`config.mk`:
```
export PLATFORM = sky130hd
export DESIGN_NAME = uart_tx
export DESIGN_NICKNAME = d
export VERILOG_FILES = /design/src/rtl/uart_tx.sv
export SDC_FILE = /design/constraint.sdc
export NUM_CORES = 1
export LEC_CHECK = 0
export CELL_PAD_IN_SITES_DETAIL_PLACEMENT = 1
export CELL_PAD_IN_SITES_GLOBAL_PLACEMENT = 1
export CORE_MARGIN = 3
export CORE_UTILIZATION = 25
export DETAILED_ROUTE_END_ITERATION = 12
export GPL_ROUTABILITY_DRIVEN = 0
export PLACE_DENSITY = 0.46
export SLEW_MARGIN = 10
export SYNTH_ARGS = -nofsm -noshare
export SYNTH_HDL_FRONTEND = slang
export SYNTH_SLANG_ARGS = --single-unit
```
`constraint.sdc`:
```
create_clock -name clk -period 5.68 [get_ports clk]
set_input_delay 1.704 -clock clk [delete_from_list [all_inputs] [get_ports clk]]
set_output_delay 1.704 -clock clk [all_outputs]
set_load 0.02 [all_outputs]
```
`src/rtl/uart_tx.sv`:
```
// 8N1 UART transmitter with a small write-side FIFO.
// The bit period is taken from clk_count_bit when each frame starts, and
// consecutive queued bytes are sent with no idle gap between frames.
module uart_tx #(
  parameter int FIFO_DEPTH = 4
) (
  input  logic                          clk,
  input  logic                          reset,
  input  logic                          tx_en,
  input  logic                          wr_en,
  input  logic [7:0]                    wr_data,
  input  logic [31:0]                   clk_count_bit,
  output logic                          tx,
  output logic                          full,
  output logic [$clog2(FIFO_DEPTH):0]   level,
  output logic                          busy,
  output logic                          end_flag
);

  localparam int AW = $clog2(FIFO_DEPTH);
  localparam int LW = AW + 1;

  typedef enum logic [1:0] {
    S_IDLE  = 2'd0,
    S_START = 2'd1,
    S_DATA  = 2'd2,
    S_STOP  = 2'd3
  } state_t;

  // FIFO storage and bookkeeping
  logic [7:0]    r_mem [FIFO_DEPTH];
  logic [AW-1:0] r_wptr;
  logic [AW-1:0] r_rptr;
  logic [LW-1:0] r_level;

  // Transmit datapath and control
  state_t        r_state;
  logic          r_tx;
  logic          r_end_flag;
  logic [31:0]   r_cnt;
  logic [2:0]    r_bidx;
  logic [7:0]    r_shift;
  logic [31:0]   r_bper;

  // Next-state values produced by the FSM
  state_t        w_nstate;
  logic          w_ntx;
  logic          w_nend;
  logic [31:0]   w_ncnt;
  logic [2:0]    w_nbidx;
  logic [7:0]    w_nshift;
  logic [31:0]   w_nbper;
  logic          w_pop;

  logic          w_full;
  logic          w_push;
  logic          w_can_pop;
  logic [7:0]    w_head;
  logic [31:0]   w_bsel;
  logic [31:0]   w_bm1;
  logic          w_bit_done;

  // A write into a full FIFO is dropped even when a pop frees a slot that
  // same cycle; full is based on the registered occupancy only.
  assign w_full     = (r_level == LW'(FIFO_DEPTH));
  assign w_push     = wr_en && !w_full;
  assign w_can_pop  = (r_level != '0) && tx_en;
  assign w_head     = r_mem[r_rptr];
  // A zero bit period would never terminate a bit; run it as one cycle.
  assign w_bsel     = (clk_count_bit == 32'd0) ? 32'd1 : clk_count_bit;
  assign w_bm1      = r_bper - 32'd1;
  assign w_bit_done = (r_cnt == w_bm1);

  assign tx       = r_tx;
  assign full     = w_full;
  assign level    = r_level;
  assign busy     = (r_state != S_IDLE);
  assign end_flag = r_end_flag;

  // FIFO data array: written on accepted pushes, not reset
  always_ff @(posedge clk) begin
    if (w_push) begin
      r_mem[r_wptr] <= wr_data;
    end
  end

  // FIFO pointers and occupancy; pointers wrap naturally (power-of-two depth)
  always_ff @(posedge clk) begin
    if (reset) begin
      r_wptr  <= '0;
      r_rptr  <= '0;
      r_level <= '0;
    end else begin
      if (w_push) begin
        r_wptr <= r_wptr + AW'(1);
      end
      if (w_pop) begin
        r_rptr <= r_rptr + AW'(1);
      end
      r_level <= r_level + LW'(w_push) - LW'(w_pop);
    end
  end

  // FSM state register together with the serial datapath registers
  always_ff @(posedge clk) begin
    if (reset) begin
      r_state    <= S_IDLE;
      r_tx       <= 1'b1;
      r_end_flag <= 1'b0;
      r_cnt      <= '0;
      r_bidx     <= '0;
      r_shift    <= '0;
      r_bper     <= 32'd1;
    end else begin
      r_state    <= w_nstate;
      r_tx       <= w_ntx;
      r_end_flag <= w_nend;
      r_cnt      <= w_ncnt;
      r_bidx     <= w_nbidx;
      r_shift    <= w_nshift;
      r_bper     <= w_nbper;
    end
  end

  // FSM next-state logic: frame sequencing, bit timing and FIFO pop
  always_comb begin
    w_nstate = r_state;
    w_ntx    = r_tx;
    w_nend   = 1'b0;
    w_ncnt   = r_cnt;
    w_nbidx  = r_bidx;
    w_nshift = r_shift;
    w_nbper  = r_bper;
    w_pop    = 1'b0;

    case (r_state)
      S_IDLE: begin
        w_ntx = 1'b1;
        if (w_can_pop) begin
          w_pop    = 1'b1;
          w_nshift = w_head;
          w_nbper  = w_bsel;
          w_ncnt   = '0;
          w_nbidx  = '0;
          w_ntx    = 1'b0;
          w_nstate = S_START;
        end
      end

      S_START: begin
        w_ntx = 1'b0;
        if (w_bit_done) begin
          w_ncnt   = '0;
          w_ntx    = r_shift[0];
          w_nshift = {1'b0, r_shift[7:1]};
          w_nstate = S_DATA;
        end else begin
          w_ncnt = r_cnt + 32'd1;
        end
      end

      S_DATA: begin
        if (w_bit_done) begin
          w_ncnt = '0;
          if (r_bidx != 3'd7) begin
            w_nbidx  = r_bidx + 3'd1;
            w_ntx    = r_shift[0];
            w_nshift = {1'b0, r_shift[7:1]};
          end else begin
            w_ntx    = 1'b1;
            w_nstate = S_STOP;
          end
        end else begin
          w_ncnt = r_cnt + 32'd1;
        end
      end

      S_STOP: begin
        w_ntx = 1'b1;
        if (w_bit_done) begin
          w_nend = 1'b1;
          w_ncnt = '0;
          // Chain straight into the next start bit when more data is queued.
          if (w_can_pop) begin
            w_pop    = 1'b1;
            w_nshift = w_head;
            w_nbper  = w_bsel;
            w_nbidx  = '0;
            w_ntx    = 1'b0;
            w_nstate = S_START;
          end else begin
            w_nstate = S_IDLE;
          end
        end else begin
          w_ncnt = r_cnt + 32'd1;
        end
      end

      default: begin
        w_nstate = S_IDLE;
        w_ntx    = 1'b1;
      end
    endcase
  end

endmodule

```
==> flow_summary_export.csv <==
group,metric,value,unit
timing,final.setup.tns,0,ps
routing,wl_per_cell,20.52,µm
min_path,hold_path_class,"reg2reg",
floorplanning,fp.dieH,170.7,µm
clock_tree,htreeDepth,4,
clock_tree,cts-root-buf,"clkbuf_16",
worst_setup_path,ff2ff_path_depth,18,
layout,drive_gt1_share,9.836,%
logic_synthesis,syn_area,6785,µm²
logic_synthesis,synth-seq-area-share,40.13,%
run,cap_violations,0,
timing,post-route-period-util,89.03,%
layout,syn_to_final_growth,21.22,%
worst_setup_path,critical-path-top-delay-family,"simple AND/OR/NAND/NOR gates",
timing,period_minus_slack,5057,ps
global_route,grt_max_degree,45,
timing,final_max_slew_viol_count,0,
routing,first_iter_violations,263,
min_path,min_to,"r_shift[4]",
logic_synthesis,ys_types,71,
worst_setup_path,endpoint_kind,"flop",
timing,fin_skew,17.31,ps
floorplanning,initial_core_util,25.75,%
pwr,p_seq_share,29.9,%
global_route,grt_pass1_vias,6322,
worst_setup_path,reg2reg_setup_slack,620,ps
placed_design,dp.cells,1096,
worst_setup_path,slowest_stage,"or4b_1",
clock_tree,clk_path_buf_depth,2,
layout,finalNonFillerCells,1128,
routing,remaining_drc_errors,0,
layout,mostFrequentLayoutCells,"dfxtp_1 (88), a21oi_1 (56), nand2_1 (50)",
global_route,overflow,0,
min_path,worstHoldStart,"r_shift[4]",
worst_setup_path,cpPeakStageDelay,630,ps
placed_design,dp_hpwl,17160,µm
pwr,power_density,477.0,nW/µm²
worst_setup_path,crit_chain,"inv_1 > ha_1 > or4b_1 > or4_4 > nor3_2 > a211oi_1 > or4_4 > a2111oi_4 > a31oi_1 > nor2_1 > ha_1 > inv_1 > ha_1 > inv_1 > fa_1 > xor2_1 > xnor2_1 > nor2_1",
logic_synthesis,ys_ff_latch,120,
worst_setup_path,path_max_fanout,7,
global_route,grt_pass1_wl,35840,µm
floorplanning,ios,51,
routing,dr.pass1.iters,4,
logic_synthesis,yosys.area.top_type_share,25.96,%
pwr,p_leak,2.776,nW
clock_tree,cts-hold-fix-buffers,0,
worst_setup_path,path_class,"reg2reg",
worst_setup_path,rr_endpoint,"level[2]",
floorplanning,core_area,26350,µm²
worst_setup_path,arrival,5350,ps
timing,grt_setup_unrepaired,"no",
floorplanning,die_w,170.7,µm
clock_tree,cts_resized,0,
clock_tree,cts_setup_buffers,0,
min_path,hold_depth,2,
clock_tree,cts.clk_slew.worst_paths,70,ps
placed_design,io_buffers,50,
pwr,clockPowerShare,28.7,%
pwr,internal-power,0.002281,W
timing,max_freq,0.1978,GHz
pwr,pwr-share-comb,41.4,%
floorplanning,design.die.area,29150,µm²
clock_tree,cts_tree,"yes",
layout,fin_util,31.21,%
timing,hold_viol,0,
logic_synthesis,async_reset_ff_share,0,%
routing,via_per_inst,5.309,
worst_setup_path,r2r_start,"r_bper[0]",
layout,stdcell_area,8225,µm²
routing,antenna_left,0,
worst_setup_path,startpoint_type,"flop",
global_route,grt_use_total,16.00,%
clock_tree,clock-sinks,120,
layout,nNetsFinal,840,
floorplanning,rows,59,
logic_synthesis,postSynthCellCount,745,
logic_synthesis,yosys_warnings,0,
routing,finalWirelength,23150,µm
logic_synthesis,synth_edf_count,32,
logic_synthesis,ys.flop_type,"dfxtp_1",
routing,num_vias,5989,
pwr,power_switching,0.001642,W
worst_setup_path,required,5970,ps
placed_design,placed_cell_area,7614,µm²
global_route,antenna_found_initial,0,
logic_synthesis,avgSynthCellArea,9.108,µm²
worst_setup_path,crit_buf_inv,3,
layout,final_common_cell,"dfxtp_1",
logic_synthesis,yosys.area.top_type,"dfxtp_1",
outcome,outcome,"finished, final reports clean",
pwr,swShare,41.85,%
clock_tree,cts_made_buffers,17,
layout,antenna_cells,0,
logic_synthesis,synth_area_leaders,"dfxtp_1 (26%), edfxtp_1 (14%), a21oi_1 (4.2%)",
timing,slew_headroom,22.84,%
logic_synthesis,synth_nets,805,
clock_tree,clk-insertion-delay-late,420,ps
timing,worst-slew-pin-transition,1153,ps
pwr,ir_worst_vdd,0.2220,mV
timing,setup_viol,0,
==> worst reg2reg max path, cell delays in order (launching register included) <==
cell and delay, ps:
dfxtp_1 350, inv_1 90, ha_1 230, or4b_1 630, or4_4 500, nor3_2 160, a211oi_1 110, or4_4 580
a2111oi_4 620, a31oi_1 290, nor2_1 160, ha_1 240, inv_1 50, ha_1 130, inv_1 50, fa_1 370
xor2_1 180, xnor2_1 140, nor2_1 50
==> metrics by stage <==
step	power [W]	hold WS [ps]	setup slack, ps
floorplan	0.002300	442.4	1266
global placement	0.002785	448.3	773.1
detailed placement	0.002823	459.9	625.3
CTS	0.003975	471.8	618.2
global route	0.004182	486.6	239.5
finish	0.003923	469.2	623.2
==> logic make-up (layout without fill, tap and decap cells) <==
group / Yosys count / in the layout / share of synthesized area [%]
compound gates: 206 / 206 / 20.17
xor+xnor: 50 / 50 / 6.454
fa+ha+maj: 16 / 16 / 3.061
buf+inv: 72 / 120 / 4.075
flops: 120 / 120 / 40.13
mux: 12 / 12 / 3.282
simple gates: 269 / 269 / 22.83
==> power groups by stage <==
stage	clock, W	sequential [W]	combinational [W]
2_1_floorplan	0	0.00113	0.00117
3_3_place_gp	0	0.00118	0.00160
3_5_place_dp	0	0.00120	0.00163
4_1_cts	0.00116	0.00118	0.00164
5_1_grt	0.00120	0.00120	0.00179
6_report	0.00112	0.00117	0.00162
==> how the worst max path moves through the flow <==
stage,from,to,slack (ps),cells past startpoint
6_report,r_bper[0],level[2],620,18
3_3_place_gp,r_bper[0],level[2],770,18
4_1_cts,r_bper[0],level[2],620,18
3_5_place_dp,r_bper[0],level[2],630,18
5_1_grt,r_bper[0],level[2],240,16
2_1_floorplan,r_bper[0],level[2],1270,19
==> cell usage after synthesis (all sizes together), types with 11 or more instances <==
cell	count
a21oi	57
a31oi	26
and3	11
clkbuf	36
dfxtp	88
edfxtp	32
ha	15
inv	29
nand2	51
nand3	34
nand3b	33
nor2	35
nor3	20
nor4	24
o21ai	51
or4	15
xnor2	25
xor2	25
==> final cells by class <==
class	count	area (µm²)
Fill cell	2996	18130
Clock inverter	13	136.4
Sequential cell	120	2723
Timing Repair Buffer	58	555.5
Multi-Input combinational cell	553	3804
Tap cell	335	419.2
Clock buffer	19	475.5
Inverter	30	112.6
==> routing by layer <==
metal | track usage, % | up-vias | wire length, µm
met2 | 28.09 | 93 | 11460
met1 | 19.85 | 2979 | 10570
met4 | 5.150 | 0 | 488
li1 | - | 2889 | -
met3 | 2.934 | 28 | 635
met5 | 0 | - | 0
==> registers in the layout, summed over array words and instances (netlist names), named ones only <==
name,cells
r_mem,32
r_bper,32
r_wptr,2
r_state,2
r_bidx,3
end_flag,1
r_cnt,32
level,3
r_rptr,2
tx,1
r_shift,8
Note: power is estimated with default switching activity, not from simulation.
